$ cat src/rtl/lru_set_tracker_if.sv
// lru_set_tracker_if: update, query and flush signals of the LRU set tracker.
interface lru_set_tracker_if #(
   parameter int NO_SETS = 4,
   parameter int NO_WAYS = 8
);
   localparam int SET_WIDTH = $clog2(NO_SETS);
   localparam int WAY_WIDTH = $clog2(NO_WAYS);
   logic upd_valid, upd_ready, upd_inval, qry_valid, rsp_valid, flush_req, flush_busy;
   logic [SET_WIDTH-1:0] upd_set, qry_set;
   logic [WAY_WIDTH-1:0] upd_way, rsp_way;
   modport master (
      output upd_valid, upd_set, upd_way, upd_inval, qry_valid, qry_set, flush_req,
      input  upd_ready, rsp_valid, rsp_way, flush_busy
   );
   modport slave (
      input  upd_valid, upd_set, upd_way, upd_inval, qry_valid, qry_set, flush_req,
      output upd_ready, rsp_valid, rsp_way, flush_busy
   );
endinterface

$ cat src/rtl/lru_set_tracker.sv
// lru_set_tracker: per-set true-LRU way order with victim query and flush.
// Invalidate (make-LRU) is enabled by LRU_SET_TRACKER_INVAL_EN; otherwise updates are touches.
module lru_set_tracker #(
   parameter int NO_SETS = 4,
   parameter int NO_WAYS = 8
) (
   input logic clk,
   input logic rst_n,
   lru_set_tracker_if.slave bus
);
   localparam int SET_WIDTH = $clog2(NO_SETS);
   localparam int WAY_WIDTH = $clog2(NO_WAYS);
   typedef enum logic {IDLE, FLUSH} state_t;
   state_t state, state_nxt;
   logic [SET_WIDTH-1:0] cnt, qset;
   logic rsp_zero, inval;
   logic [WAY_WIDTH-1:0] order [NO_SETS][NO_WAYS];
   logic [WAY_WIDTH-1:0] cur [NO_WAYS];
   logic [WAY_WIDTH-1:0] row [NO_WAYS];
   int pos;
`ifdef LRU_SET_TRACKER_INVAL_EN
   assign inval = bus.upd_inval;
`else
   logic unused_inval;
   assign unused_inval = bus.upd_inval;
   assign inval = 1'b0;
`endif
   always_ff @(posedge clk or negedge rst_n)
      if (!rst_n) state <= IDLE;
      else state <= state_nxt;
   always_comb begin
      state_nxt = state;
      if (state == IDLE && bus.flush_req) state_nxt = FLUSH;
      else if (state == FLUSH && cnt == SET_WIDTH'(NO_SETS - 1)) state_nxt = IDLE;
      bus.upd_ready = state == IDLE && !bus.flush_req;
      bus.flush_busy = state == FLUSH;
      bus.rsp_way = (bus.rsp_valid && !rsp_zero) ? order[qset][0] : '0;
   end
   // New order of the addressed set: the target way slides to MRU (touch) or LRU (invalidate).
   always_comb begin
      cur = order[bus.upd_set];
      pos = 0;
      for (int p = 0; p < NO_WAYS; p++)
         if (cur[p] == bus.upd_way) pos = p;
      for (int p = 0; p < NO_WAYS; p++)
         row[p] = inval ? (p == 0 ? bus.upd_way : p <= pos ? cur[p == 0 ? 0 : p - 1] : cur[p])
                        : (p == NO_WAYS - 1 ? bus.upd_way : p >= pos ? cur[p == NO_WAYS - 1 ? p : p + 1] : cur[p]);
   end
   always_ff @(posedge clk or negedge rst_n)
      if (!rst_n) begin
         for (int s = 0; s < NO_SETS; s++)
            for (int p = 0; p < NO_WAYS; p++)
               order[s][p] <= WAY_WIDTH'(p);
         cnt <= '0;
         qset <= '0;
         rsp_zero <= 1'b0;
         bus.rsp_valid <= 1'b0;
      end else begin
         if (state == FLUSH) begin
            for (int p = 0; p < NO_WAYS; p++)
               order[cnt][p] <= WAY_WIDTH'(p);
            cnt <= cnt == SET_WIDTH'(NO_SETS - 1) ? '0 : cnt + 1'b1;
         end else if (bus.upd_valid && bus.upd_ready) begin
            order[bus.upd_set] <= row;
         end
         bus.rsp_valid <= bus.qry_valid;
         qset <= bus.qry_set;
         // Queries taken while a flush starts or runs see a half-initialised table; answer way 0.
         rsp_zero <= state == FLUSH || bus.flush_req;
      end
endmodule

$ cat src/flat_wrapper.sv
// flat-port wrapper written by rule: the top's interface ports become plain ports
module lru_set_tracker_flat 
#(
   parameter int NO_SETS = 4,
   parameter int NO_WAYS = 8
)
  (clk, rst_n, bus_upd_valid, bus_upd_set, bus_upd_way, bus_upd_inval, bus_qry_valid, bus_qry_set, bus_flush_req, bus_upd_ready, bus_rsp_valid, bus_rsp_way, bus_flush_busy);
  lru_set_tracker_if #(.NO_SETS(NO_SETS), .NO_WAYS(NO_WAYS)) bus_i ();
  input logic clk;
  input logic rst_n;
  input wire logic [$bits(bus_i.upd_valid)-1:0] bus_upd_valid;
  input wire logic [$bits(bus_i.upd_set)-1:0] bus_upd_set;
  input wire logic [$bits(bus_i.upd_way)-1:0] bus_upd_way;
  input wire logic [$bits(bus_i.upd_inval)-1:0] bus_upd_inval;
  input wire logic [$bits(bus_i.qry_valid)-1:0] bus_qry_valid;
  input wire logic [$bits(bus_i.qry_set)-1:0] bus_qry_set;
  input wire logic [$bits(bus_i.flush_req)-1:0] bus_flush_req;
  output wire logic [$bits(bus_i.upd_ready)-1:0] bus_upd_ready;
  output wire logic [$bits(bus_i.rsp_valid)-1:0] bus_rsp_valid;
  output wire logic [$bits(bus_i.rsp_way)-1:0] bus_rsp_way;
  output wire logic [$bits(bus_i.flush_busy)-1:0] bus_flush_busy;
  assign bus_i.upd_valid = bus_upd_valid;
  assign bus_i.upd_set = bus_upd_set;
  assign bus_i.upd_way = bus_upd_way;
  assign bus_i.upd_inval = bus_upd_inval;
  assign bus_i.qry_valid = bus_qry_valid;
  assign bus_i.qry_set = bus_qry_set;
  assign bus_i.flush_req = bus_flush_req;
  assign bus_upd_ready = bus_i.upd_ready;
  assign bus_rsp_valid = bus_i.rsp_valid;
  assign bus_rsp_way = bus_i.rsp_way;
  assign bus_flush_busy = bus_i.flush_busy;
  lru_set_tracker #(.NO_SETS(NO_SETS), .NO_WAYS(NO_WAYS)) u_core (.clk(clk), .rst_n(rst_n), .bus(bus_i));
endmodule
$ cat config.mk
export PLATFORM = sky130hd
export DESIGN_NAME = lru_set_tracker_flat
export DESIGN_NICKNAME = d
export VERILOG_FILES = /design/src/rtl/lru_set_tracker_if.sv /design/src/rtl/lru_set_tracker.sv /design/src/flat_wrapper.sv
export SDC_FILE = /design/constraint.sdc
export NUM_CORES = 1
export LEC_CHECK = 0
export BUFFER_PORTS_ARGS = -buffer_cell sky130_fd_sc_hd__clkbuf_2
export CORE_MARGIN = 3
export CORE_UTILIZATION = 55
export CTS_BUF_LIST = sky130_fd_sc_hd__clkbuf_2
export DETAILED_ROUTE_END_ITERATION = 7
export HOLD_SLACK_MARGIN = 0.02
export PLACE_DENSITY = 0.82
export SYNTH_ARGS = -nofsm -noshare
export SYNTH_HDL_FRONTEND = slang
export SYNTH_SLANG_ARGS = --single-unit
$ cat constraint.sdc
create_clock -name clk -period 2.8 [get_ports clk]
set_input_delay 0.56 -clock clk [delete_from_list [all_inputs] [get_ports clk]]
set_output_delay 0.56 -clock clk [all_outputs]
set_load 0.01 [all_outputs]
==> After elaboration in Yosys (flattened, before gate mapping) <==
Index checks and enable logic that the tools add are counted.
{ "op_classes": {"add_sub_neg": 1, "magnitude_cmp": 12, "n_eq_ne": 8, "muxes": 45, "bitwise": 25, "reduce_logical": 12} }
{ "op_table": {"columns": ["cell", "count"], "rows": [
  ["demux 24 bit (select 2 bit)", 9],
  ["AND 64 bit", 3],
  ["2-to-1 mux 32 bit", 6],
  ["2-to-1 mux 96 bit", 2],
  ["inverter 64 bit", 3],
  ["bitwise OR 64 bit", 3],
  ["2-to-1 mux 24 bit", 6],
  ["AND 32 bit", 3],
  ["AND 96 bit", 1],
  ["binary-select mux 24 bit (select 2 bit)", 2],
  ["bitwise mux 96 bit", 1],
  ["greater-or-equal comparator 4 x 32 -> 1 bit, first input constant", 3],
  ["inverter 32 bit", 3],
  ["inverter 96 bit", 1],
  ["bitwise OR 32 bit", 3],
  ["bitwise OR 96 bit", 1],
  ["greater-or-equal comparator 3 x 32 -> 1 bit, first input constant", 2],
  ["greater-or-equal comparator 1 x 32 -> 1 bit, first input constant", 1],
  ["greater-or-equal comparator 2 x 32 -> 1 bit, first input constant", 1],
  ["2-to-1 mux 3 bit", 9],
  ["== test 3 bit", 7],
  ["2-to-1 mux 21 bit", 1],
  ["2-to-1 mux 18 bit", 1],
  ["2-to-1 mux 15 bit", 1],
  ["15 further kinds", 30]
]} }
{ "totals": {"register_bits": 103, "inputBits": 13, "out_inout_bits": 6, "wordCells": 140} }

==> Logic depth before layout (Yosys ltp) <==
Gate-level depths: netlist (run 1).
{ "logic_depth": {"depth_word": 17, "mapped_depth": 9, "ltp_nobuf": 7} }

==> Least setup slack after synthesis (run 1) <==
OpenSTA, ideal clock, no wires.
{ "synth_path": {"kind": "input port to flip-flop", "from": "input bus_upd_set[0]", "to": "register u_core.order[18] (netlist name)", "setup_ns": 0.100, "arrival_time_ns": 2.531, "required_time_ns": 2.700, "setup_slack_ns": 0.169, "path_stages": 9, "n_path_buf": 2, "cell_sequence": "buf_6 > mux4_1 > xnor2_1 > nand3_1 > nand3_4 > buf_12 > nor3_4 > mux2i_1 > a21oi_1"} }
{ "synth_via": {"elab_chain_len": 17, "word_cells_on_any_way": 28, "classes_between": "3 x order compare; 7 x eq/ne; 16 x mux; 1 x bitwise; 1 x reduce/logical"} }
{ "synth_lines": {"columns": ["item", "line", "source"], "rows": [
  ["start, declared", "flat_wrapper.sv:12", "input wire logic [$bits(bus_i.upd_set)-1:0] bus_upd_set;"],
  ["inverter 2 -> 3 bit (not written as such) *", "lru_set_tracker.sv:41, lru_set_tracker.sv:64", null],
  ["binary-select mux 24 bit (select 2 bit)", "lru_set_tracker.sv:41", "cur = order[bus.upd_set];"],
  ["2-to-1 mux 24 bit (not written as such) (2 in series)", "lru_set_tracker.sv:41", null],
  ["== test 3 bit", "lru_set_tracker.sv:44", "if (cur[p] == bus.upd_way) pos = p;"],
  ["2-to-1 mux 1 bit", "lru_set_tracker.sv:44", null],
  ["2-to-1 mux 32 bit (6 in series)", "lru_set_tracker.sv:44", null],
  ["greater-or-equal comparator 2 x 32 -> 1 bit", "lru_set_tracker.sv:47", ": (p == NO_WAYS - 1 ? bus.upd_way : p >= pos ? cur[p == NO_WAYS - 1 ? p : p + 1] : cur[p]);"],
  ["2-to-1 mux 3 bit", "lru_set_tracker.sv:47", null],
  ["bitwise mux 96 bit *", "lru_set_tracker.sv:64", "order[bus.upd_set] <= row;"],
  ["2-to-1 mux 96 bit *", "lru_set_tracker.sv:63", "end else if (bus.upd_valid && bus.upd_ready) begin"],
  ["2-to-1 mux 96 bit *", "lru_set_tracker.sv:59", "if (state == FLUSH) begin"],
  ["end signal, assigned by index", "lru_set_tracker.sv:53", "order[s][p] <= WAY_WIDTH'(p);"],
  ["end signal, assigned by index", "lru_set_tracker.sv:61", "order[cnt][p] <= WAY_WIDTH'(p);"],
  ["end signal, assigned by index", "lru_set_tracker.sv:64", null],
  ["end, declared", "lru_set_tracker.sv:17", "logic [WAY_WIDTH-1:0] order [NO_SETS][NO_WAYS];"]
]} }
Every way passes the cells marked *; elsewhere a longest branch is shown, timed or not. The select of a mux whose other input is x is not followed.
A chain may end at the register's enable or synchronous reset.

==> Worst setup path after layout (run 1) <==
{ "layout_path": {"from": "register u_core.state, in the netlist u_core.bus.flush_busy", "to": "output bus_upd_ready"} }
{ "layout_via": {"elab_chain_len": 2} }
{ "layout_lines": {"columns": ["item", "line", "source"], "rows": [
  ["start, declared", "lru_set_tracker.sv:14", "state_t state, state_nxt;"],
  ["start signal, assigned", "lru_set_tracker.sv:30", "else state <= state_nxt;"],
  ["inverter 1 bit", "lru_set_tracker.sv:35", "bus.upd_ready = state == IDLE && !bus.flush_req;"],
  ["logical AND 1 bit", "lru_set_tracker.sv:35", null],
  ["end, declared", "flat_wrapper.sv:18", "output wire logic [$bits(bus_i.upd_ready)-1:0] bus_upd_ready;"]
]} }
No other way between the ends.

==> metrics list, run 1 <==
- Cell area power density: 728.1 nW/um^2
* Detail-routed via count per cell: 6.379
- The longest clock path from root to sink contains 2 buffers.
* Static Leakage: 2.603 nW
* Most common cell in the netlist: nand2_1
- Violation count after the first detailed-routing iteration: 319
- Row cnt: 35
* Crit path largest cell delay: 0.64 ns
* Total track usage: 27.42%
- Inst Count DP: 672
- Clk sink count: 103
- Data required time of the worst path: 2.24 ns
- The path class of the tightest hold or removal check is in -> reg.
- Number of nets in the synthesized netlist: 517
* Flip-flop cell with the highest count after synthesis: dfrtp_1
- Dividing the detail-routed wire length by the instance count gives 20.76 um.
- Number of levels in the clock H-tree: 3
- Routed Antenna Nets: 0
- After detailed routing, the number of remaining DRC violations is 0.
- The worst pin sits at a relative slew slack of 28.44%.
- The post-route netlist has 30.37% of its cells at a drive strength greater than 1.
* Commonest cells in the synthesized netlist: nand2_1 (63), dfrtp_1 (55), dfstp_2 (48), o21ai_0 (42), a21oi_1 (35)
- For this design the top-level I/O count stands at 19.
* Series of cell instances along the critical path: clkinvlp_4, nand2_1, inv_1, clkbuf_2
- Number of distinct library cells after synthesis: 50
* Initial Utilization: 58.29%
- Worst Max-Slew Pin Slew: 1.073 ns
- Remaining Overflow, GRT: 0
* Post-detail-place hpwl: 9.762 mm
* Setup Skew: 0.04856 ns
- In this run the horizontal extent of the chip is 106.4 um.
* Total power consumption of the routed design: 4.560 mW
* RSZ-0062 raised after global routing: false
* Critical Path Fanout Max: 20
- Clock period minus worst slack: 2.602 ns
* Clock latency of the later-clocked register in the worst-skew pair: 0.61 ns
- Number of global-route vias before repair: 4651
- After detailed routing, the total wire length is 14.37 mm.
- Non-filler instance count after layout: 692
* Core Area: 9503 um^2
- The flow ran to the end, and the final reports show no timing, DRC or antenna violations.
* Post-synthesis register bit count: 103
- After technology mapping, the gate count stands at 500.
* Register cell area after layout: 2638 um^2
* Max cap viols: 0
- The share of synthesized area in the top cell type comes to 24.85%.
- Routability-driven placement finished with a final weighted congestion of 0.8869.
* Hold Vio Cnt, Final: 0
- Die Y: 106.4 um
* Post-Syn Area: 5539 um^2
- Number of inserted filler cells in the final layout: 731
- Setup violations remaining at the end of the flow were counted as 0.
- Crit path kind: reg -> out
- Clock slew at reported path FFs: 0.28 ns
- Final cell utilization of the core: 65.90%
* Number of buffers added on ports: 17
- STA classifies the critical path endpoint as an output port.
- Growth of design area from synthesis to finish: 13.06%
- 0 antenna diodes ended up in the layout.
- Area used by multi-input combinational logic: 2731 um^2
- Of the synthesized area, sequential elements account for 47.62%.
- Largest delay share family, worst path: flip-flops
- Data arrival time of the critical path: 2.04 ns
- Leading area contributor after synthesis: dfrtp_1
* Nets@finish: 575
* Top area cells in the synthesized netlist: dfrtp_1 (25%), dfstp_2 (23%), mux4_2 (6.5%), mux2i_1 (6.0%), mux4_1 (5.2%)
- The initial antenna violation count is 0.
- Of the available clock period, the critical path in the final layout requires 92.94%.
* Total die area: 11310 um^2
* Post-synth EDFFs: 0
* Upper clock frequency limit: 0.3843 GHz
- The first detailed-routing pass ran for 5 iterations.
- Register-to-register path setup slack: 0.29 ns
* Async set or reset register ratio after synthesis: 100.0%
* Worst path bufs/invs: 3
- Startpoint type of the worst setup path: flop
* Clock tree root buffer cell: clkbuf_2
- The final-report max-slew violation count was 0.
* Wire length of the first global-routing pass: 23.70 mm
* Routed vias: 4414
- Largest vdd supply drop: 477.0 uV
- Clock tree from TritonCTS: done
* Number of buffers inserted during clock tree synthesis: 9
- Dividing the synthesized area by the synthesized cell count gives 11.08 um^2.
- The largest individual stage delay along the critical path comes from the cell dfrtp_1.
- Yosys warnings: 0
* Largest net degree at the start of global routing: 48
==> registers in the layout (all words and copies together) (netlist names) <==
name / flops
u_core.rsp_zero: 1
u_core.bus.flush_busy: 1
u_core.bus.rsp_valid: 1
u_core.order: 96
u_core.qset: 2
u_core.cnt: 2
==> path summary, 6_finish.rpt <==
| check | startpoint | end | cells past startpoint |
|---|---|---|---|
| max in group asynchronous | rst_n | u_core.order[90]$_DFFE_PN1P_ | 3 |
| worst min-delay path | bus_flush_req | u_core.bus.flush_busy$_DFFE_PN0P_ | 3 |
| worst max register to register | u_core.order[27]$_DFFE_PN0P_ | u_core.order[90]$_DFFE_PN1P_ | 8 |
| min in group asynchronous | rst_n | u_core.bus.flush_busy$_DFFE_PN0P_ | 2 |
| worst max-delay path | u_core.bus.flush_busy$_DFFE_PN0P_ | bus_upd_ready | 4 |
| worst min register to register | u_core.order[56]$_DFFE_PN1P_ | u_core.order[56]$_DFFE_PN1P_ | 2 |
==> worst min-delay path, cell delays in order <==
cell,delay [ns]
clkbuf_2,0.09
inv_1,0.10
mux2i_1,0.08
==> layout make-up <==
class                           count  share of cell area (%)
Multi-Input combinational cell    361                   43.62
Sequential cell                   103                   42.12
Timing Repair Buffer               77                   9.550
Tap cell                          129                   2.577
Clock inverter                      7                  0.9990
Clock buffer                        9                  0.7193
Inverter                            6                  0.4196
==> timing repair <==
action	in CTS	in global routing
endpoints found under the setup margin	0	1
resized for setup	0	1
endpoints found under the hold margin	19	1
setup buffers	0	0
hold buffers	3	1
==> metrics by stage <==
step,setup slack [ns],setup TNS [ns],cell area [um^2],hold slack (ns)
2_1_floorplan,0.1691,0,5539,0.2644
3_3_place_gp,-0.1097,-1.714,6111,0.4550
5_1_grt,0.007981,0,6262,0.2202
3_5_place_dp,-0.1499,-3.256,6111,0.4692
6_report,0.1978,0,6262,0.2177
4_1_cts,0.1780,0,6248,0.02641
==> metal layers <==
layer,wire (um),GRT usage [%],vias to the layer above
met5,0,0,-
met3,1151,6.072,37
li1,-,-,1946
met1,5862,35.79,2212
met2,6928,44.66,219
met4,427,11.01,0
==> cells in the final DEF (no fill, tap or decap), types with 4 or more instances in the layout <==
cell type and n:
buf_12 4, dlygate4sd3_1 4, a21oi_1 35, a31oi_1 6, dfrtp_1 55, nand2_1 63
a22o_1 4, o22a_1 13, ha_1 4, xnor2_1 21, dfstp_2 48, nor3_1 12
and3_1 6, nor2_1 34, mux4_1 11, mux4_2 16, mux2i_1 33, inv_1 5
nor2b_1 4, clkbuf_2 25, o21ai_0 42, buf_4 53, nand3_1 17
==> where the power goes <==
group          internal (mW)  switching [mW]  total (mW)
logic                  0.764            1.12        1.88
registers               1.82           0.166        1.99
clock network          0.199           0.490       0.689
total                   2.78            1.78        4.56
==> logic make-up after synthesis <==
kind of cell | count (synthesis) | synth area share (%)
AOI/OAI and AO/OA | 115 | 12.67
xor gates and xnor gates | 21 | 3.321
adders and majority gates | 4 | 0.9036
buffers and inverters | 36 | 3.275
DFF | 103 | 47.62
muxes | 65 | 18.84
and+or+nand+nor | 156 | 13.37
Note: power is estimated with default switching activity, not from simulation.
==> run 2: changes to the inputs <==
==> constraint.sdc (replaced) <==
create_clock -name clk -period 3.1 [get_ports clk]
set_input_delay 0.62 -clock clk [delete_from_list [all_inputs] [get_ports clk]]
set_output_delay 0.62 -clock clk [all_outputs]
set_load 0.01 [all_outputs]
==> metrics list, run 2 (synthesis results as in run 1) <==
* Clock period minus worst slack: 2.552 ns
* Routed Antenna Nets: 0
- Most common library cell in the layout ignoring fill and taps: nand2_1
- Number of stages on the worst hold path: 1
- The cell sitting at the root of the clock tree is a clkbuf_2.
* CP most frequent cell: inv_1
- Clock slew at reported path FFs: 0.27 ns
- Detail-routed via count per cell: 6.486
- Worst Max-Slew Pin Slew: 1.119 ns
- RSZ-0062 raised after global routing: false
* Clk sink count: 103
- Die Y: 106.4 um
- Pre-Repair DR Iteration Count: 5
- The critical path in this run is classified as reg -> out.
- The worst setup path is captured at an output port.
- Leading cell types in the layout, fill and taps excluded: nand2_1 (63), dfrtp_1 (55), dfstp_2 (48), o21ai_0 (42), a21oi_1 (35)
- Growth of design area from synthesis to finish: 9.171%
- The longest clock path from root to sink contains 2 buffers.
- In the finished design, the share of the clock period the worst path needs comes to 82.33%.
* Worst setup path startpoint: u_core.bus.flush_busy$_DFFE_PN0P_
- The endpoint identified for the worst register-to-register timing path is u_core.order[64]$_DFFE_PN1P_.
- Row cnt: 35
- Crit path largest cell delay: 0.48 ns
* Floorplan die width: 106.4 um
- The number of antenna diodes in the final layout is 0.
- Across the run, the number of max-cap violations was 0.
- Largest register FFs: 96
- Sum Neg Setup Slack: 0 ns
- Startpoint of the most critical register-to-register path: u_core.order[51]$_DFFE_PN0P_
* Hold Path Sink: u_core.bus.rsp_valid$_DFF_PN0_
- Slew headroom: 25.42%
* Logic depth of the worst register-to-register path: 7
- Startpoint type of the worst setup path: flop
- Largest vdd supply drop: 450.9 uV
* Violation count after the first detailed-routing iteration: 405
- Total track usage: 26.54%
* Path category of the worst min-delay check: in -> reg
- Clock latency on the worst-skew pair, taken at its later pin, is 0.60 ns.
* Largest net degree at the start of global routing: 104
- Once the floorplan was initialized, standard cells occupied 58.29% of the core.
- Setup violations remaining at the end of the flow were counted as 0.
- After detailed routing, the total wire length is 14.23 mm.
- TritonCTS built the clock tree.
- At the end of the flow, the number of nets in the layout was 549.
* Number of levels in the clock H-tree: 3
- The design draws 4.004 mW.
- The post-route netlist has 27.56% of its cells at a drive strength greater than 1.
- Power spread over the standard cell area amounts to 662.2 nW/um^2.
* Routed vias: 4320
- The number of gates resized after CTS was 0.
- Wire length of the first global-routing pass: 23.07 mm
* Data arrival time of the critical path: 1.93 ns
* Run status: completed
- Static Leakage: 2.487 nW
* Post-detail-place hpwl: 9.430 mm
* Total die area: 11310 um^2
- Traced cell by cell, the critical path runs through inv_1, nand2_1, inv_1, clkbuf_2.
* DRC: 0
- The via count of the first global-routing pass was 4424.
- Number of buffers added on ports: 17
- Core Area: 9503 um^2
- 19 I/O pins were placed.
- u_core.order holds more flip-flops than any other register.
- Routed wire per std cell: 21.37 um
- Count of pins over their slew limit: 0
* Setup Skew: 0.02754 ns
* Final Wtd Congestion: 0.9095
- Number of buffers inserted during clock tree synthesis: 9
- Critical Path Fanout Max: 20
- In the final layout, the registers with the most flip-flops are u_core.order: 96 flops, u_core.cnt: 2 flops, u_core.qset: 2 flops.
- The setup check on the worst reg-to-reg path leaves a slack of 0.57 ns.
- The number of failing hold endpoints at the final stage is 0.
- The startpoint identified for the worst hold timing path is bus_qry_valid.
- For this run, the top clock speed supported by timing is 0.3918 GHz.
* Number of antenna violations at the first check in global routing: 0
* Slowest stage cell, crit path: inv_1
- Remaining Overflow, GRT: 0
- For the worst setup path, the data required time is 2.48 ns.
## run 2: cell count changes in the layout (fill, tap and decap cells not counted), sizes merged
cell,delta
buf,-23
clkbuf,+1
clkinvlp,-1
dlygate4sd3,-3
## run 2: what timing repair did
action                                 CTS  global route
hold buffers                             0             1
setup buffers                            0             0
endpoints found under the hold margin    0            11
## run 2: worst max-delay path, delay by kind of cell, from the launching register on
kind / cells / cell delay (ns)
buffers and inverters: 3 / 0.70
flip-flops: 1 / 0.45
AND/OR/NAND/NOR: 1 / 0.18
## run 2: layout make-up
cell class / instances / area [um^2]
Fill cell: 743 / 3456
Clock inverter: 6 / 61.31
Inverter: 6 / 22.52
Tap cell: 129 / 161.4
Sequential cell: 103 / 2638
Multi-Input combinational cell: 361 / 2731
Clock buffer: 10 / 50.05
Timing Repair Buffer: 51 / 382.9
## run 2: routing by layer
layer	global-route usage, %	vias up	part of all wire, %
met5	0	-	0
li1	-	1889	-
met4	10.73	0	2.9
met3	5.343	35	8.3
met1	35.13	2196	41
met2	42.99	200	48
## run 2: report_power, final
group | switching, mW | internal [mW] | total, mW
clock | 0.446 | 0.187 | 0.633
combinational | 1.00 | 0.588 | 1.59
sequential | 0.137 | 1.64 | 1.78
total | 1.59 | 2.42 | 4.00
## run 2: through the flow
step | cell area [um^2] | setup WS [ns] | hold slack, ns | utilization, % | instances
final | 6047 | 0.5476 | 0.09081 | 63.63 | 666
after global routing | 6047 | 0.4057 | 0.03085 | 63.63 | 666
after CTS | 6037 | 0.5487 | 0.02951 | 63.53 | 665
after detailed placement | 5926 | -0.005565 | 0.4671 | 62.36 | 649
after global placement | 5926 | 0.06840 | 0.4541 | 62.36 | 649
after floorplan | 5539 | 0.4091 | 0.3244 | - | 500
## run 2: worst max path at each step
| stage | endpoint | slack [ns] | depth (start not counted) |
|---|---|---|---|
| final | bus_upd_ready | 0.55 | 4 |
| after CTS | bus_upd_ready | 0.55 | 4 |
| after global placement | u_core.order[40]$_DFFE_PN1P_ | 0.07 | 10 |
| after detailed placement | u_core.order[45]$_DFFE_PN0P_ | -0.006 | 10 |
| after floorplan | u_core.order[18]$_DFFE_PN1P_ | 0.41 | 9 |
| after global routing | bus_upd_ready | 0.41 | 4 |
==> run 3: changes to the inputs <==
--- a/config.mk
+++ b/config.mk
@@ -5,6 +5,7 @@
 export SDC_FILE = /design/constraint.sdc
 export NUM_CORES = 1
 export LEC_CHECK = 0
+export ABC_AREA = 1
 export BUFFER_PORTS_ARGS = -buffer_cell sky130_fd_sc_hd__clkbuf_2
 export CORE_MARGIN = 3
 export CORE_UTILIZATION = 55
==> constraint.sdc (replaced) <==
create_clock -name clk -period 2.5 [get_ports clk]
set_input_delay 0.5 -clock clk [delete_from_list [all_inputs] [get_ports clk]]
set_output_delay 0.5 -clock clk [all_outputs]
set_load 0.01 [all_outputs]
==> metrics list, run 3 <==
- Across the routed clock network, the largest skew measured is 0.04507 ns.
- Yosys instantiated no cell more often than nand2_1.
- Remaining Overflow, GRT: 0
* DRC: 0
- Final instance area: 6595 um^2
- Path category of the worst min-delay check: in -> async
- Post-detail-place hpwl: 12.15 mm
- Sum Neg Setup Slack: 0 ns
* Worst Max-Slew Pin Slew: 0.6646 ns
- The worst setup path is launched from a flop.
- After the first detailed-routing iteration, the DRC count stood at 497.
- Count of antenna diodes in the layout: 0
- The clock net in this run drives a total of 103 sinks.
- For this block, the via count after detailed routing is 5471.
* Clock period minus worst slack: 2.302 ns
- In this run the clock root is driven by a clkbuf_2.
* Gate count of the mapped netlist: 734
- Number of global-route vias before repair: 5325
* Data required time of the worst path: 3.03 ns
- The worst register-to-register path has a setup slack of 0.20 ns.
* Total power consumption of the routed design: 5.324 mW
* Post-Syn Area: 5609 um^2
* Registers with the most flip-flops: u_core.order: 96 flops, u_core.cnt: 2 flops, u_core.qset: 2 flops
* Post-synth EDFFs: 0
* Hold Vio Cnt, Final: 0
- Count of pins over their slew limit: 0
* Routed wire per std cell: 17.09 um
* Number of buffers added on ports: 17
- Nets@finish: 851
- Number of placed I/O pins: 19
* Number of antenna violations at the first check in global routing: 0
- Summed over all layers, the routed wires come to 16.61 mm.
* Detail-routed via count per cell: 5.629
* Clock slew at reported path FFs: 0.26 ns
- The congestion estimate from routability-driven global placement came to 1.042.
* Crit share post-route: 92.09%
- The slowest stage of the critical path belongs to the cell dfstp_2.
* R2r endpoint: u_core.order[81]$_DFFE_PN0P_
* Fraction of the yosys area taken by sequential cells: 47.02%
- The die is 107.0 um tall.
- # setup viols final: 0
* Placed inst area: 6461 um^2
- Along the worst path, the maximum fanout reaches 4.
* RSZ-0062 raised after global routing: false
- Series of cell instances along the critical path: inv_1, o21ai_0, nand2_1, nand2_1, xor2_1, nand3_2, nand2_2, inv_2, nand2_1, inv_1, o21ai_0, buf_4, o21ai_0
* Commonest cells in the synthesized netlist: nand2_1 (188), inv_1 (99), nor2_1 (63), nand3_1 (56), dfrtp_1 (55)
* Run status: completed
* Max cap viols: 0
- Leading area contributor after synthesis: dfrtp_1
* Clock tree from TritonCTS: done
- In the final layout, the share of cells above drive strength 1 is 23.24%.
- The worst setup path is captured at a flop.
- Growth of design area from synthesis to finish: 17.58%
- Data arrives at the worst endpoint at 2.83 ns.
- In this run the mean area of a mapped cell was 7.642 um^2.
- The number of different library cells used by synthesis comes to 35.
- During synthesis, Yosys emitted a total of 0 warnings.
- Floorplan die width: 107.0 um
* Wire length of the first global-routing pass: 26.81 mm
* Number of levels in the clock H-tree: 3
- Once detail routing completed, the nets flagged for antenna violations numbered 0.
* Cell area power density: 807.3 nW/um^2
* Top area cells in the synthesized netlist: dfrtp_1 (25%), dfstp_2 (22%), nand2_1 (13%), inv_1 (6.6%), nand3_1 (5.0%)
- The floorplan step defined a die boundary enclosing 11450 um^2.
- Entering global routing, the biggest net connects 59 pins.
- Logic depth of the worst register-to-register path: 13
- Crit path largest cell delay: 0.56 ns
- Total track usage: 30.49%
* Clock latency of the later-clocked register in the worst-skew pair: 0.64 ns
* Upper clock frequency limit: 0.4343 GHz
- The top cell type by area accounts for 24.54% of the synthesized area.
* Number of nets in the synthesized netlist: 751
* Largest register FFs: 96
* Worst setup path startpoint: u_core.order[25]$_DFFE_PN1P_
* Slew headroom: 55.23%
- For this configuration, the core starts out at a cell density of 56.86%.
- Leaving out fill and tap cells, the most frequent cell in the layout is nand2_1.
- Leading cell types in the layout, fill and taps excluded: nand2_1 (188), inv_1 (99), buf_4 (87), nor2_1 (63), nand3_1 (56)
- Crit path depth: 13
- Startpoint of the most critical register-to-register path: u_core.order[25]$_DFFE_PN1P_
- Counting flops with an async set or reset pin after synthesis yields a share of 100.0%.
* Flip-flop cell with the highest count after synthesis: dfrtp_1
- Row cnt: 36
- The critical path is of the reg -> reg type.
- Number of inserted filler cells in the final layout: 836
* Largest vdd supply drop: 415.5 uV
* Pre-Repair DR Iteration Count: 5
- Core Area: 9864 um^2
- Worst path bufs/invs: 4
* Post-synthesis register bit count: 103
- Counting flops per register, the top entry is u_core.order.
* Number of buffers inserted during clock tree synthesis: 9
- Summed over all cells, the static leakage comes to 3.246 nW.
- Broken down by cell family, the worst path's largest delay share belongs to flip-flops.
- CTS max path bufs: 2
## run 3: cell families (layout without fill, tap and decap cells)
family	Yosys count	in the layout	synth area share, %
AND/OR/NAND/NOR	327	327	24.94
AO/OA/AOI/OAI	164	164	16.95
XOR/XNOR	4	4	0.6245
flip-flops	103	103	47.02
adder cells (fa/ha/maj)	4	4	0.8923
buffers and inverters	132	237	9.570
## run 3: where the power goes
part | internal (mW) | leakage, nW | total (mW) | switching (mW)
sequential | 2.02 | 1.24 | 2.21 | 0.183
clock | 0.141 | 0.0638 | 0.684 | 0.543
combinational | 0.854 | 1.94 | 2.43 | 1.58
total | 3.02 | 3.25 | 5.32 | 2.31
## run 3: through the flow
step	std cells	util (%)	hold WS (ns)	setup WS, ns
global placement	951	65.50	0.4633	-0.2218
global route	972	66.86	0.3563	0.02087
detailed placement	951	65.50	0.4700	-0.2972
floorplan	734	-	0.2044	0.2072
finish	972	66.86	0.3509	0.1976
CTS	972	66.84	0.3468	0.1617
## run 3: how the worst max path moves through the flow
stage | to
floorplan | u_core.order[87]$_DFFE_PN0P_
global placement | u_core.order[15]$_DFFE_PN0P_
detailed placement | u_core.order[15]$_DFFE_PN0P_
CTS | bus_rsp_way[1]
global route | u_core.order[88]$_DFFE_PN1P_
finish | u_core.order[81]$_DFFE_PN0P_
## run 3: worst reg2reg max path, cell delays in order (launching register included)
cell and delay (ns):
dfstp_2 0.56, inv_1 0.04, o21ai_0 0.14, nand2_1 0.07
nand2_1 0.13, xor2_1 0.19, nand3_2 0.11, nand2_2 0.09
inv_2 0.06, nand2_1 0.15, inv_1 0.11, o21ai_0 0.31
buf_4 0.20, o21ai_0 0.07
## run 3: repair_timing
item,in CTS,in global routing
endpoints found under the setup margin,0,2
hold buffers,5,0
gates resized for setup,0,2
endpoints found under the hold margin,12,0
setup buffers,0,0
## run 3: area by class of cell
class	count	area, um^2	share of cell area, %
clock buffers	12	60.06	0.9106
flip-flops and latches	103	2639	40.01
multi-input cells	499	2435	36.92
inverters	109	409.1	6.204
clock inverters	4	22.52	0.3415
repair buffers	112	863.3	13.09
well taps	133	166.4	2.523
## run 3: metal layers
metal  wire (um)  global-route usage [%]  share of wire [%]  vias to the layer above
li1            -                       -                  -                     2598
met1        7021                   39.72                 42                     2604
met2        7815                   49.15                 47                      239
met3        1305                   6.683                7.9                       30
met4         468                   13.24                2.8                        0
met5           0                       0                  0                        -
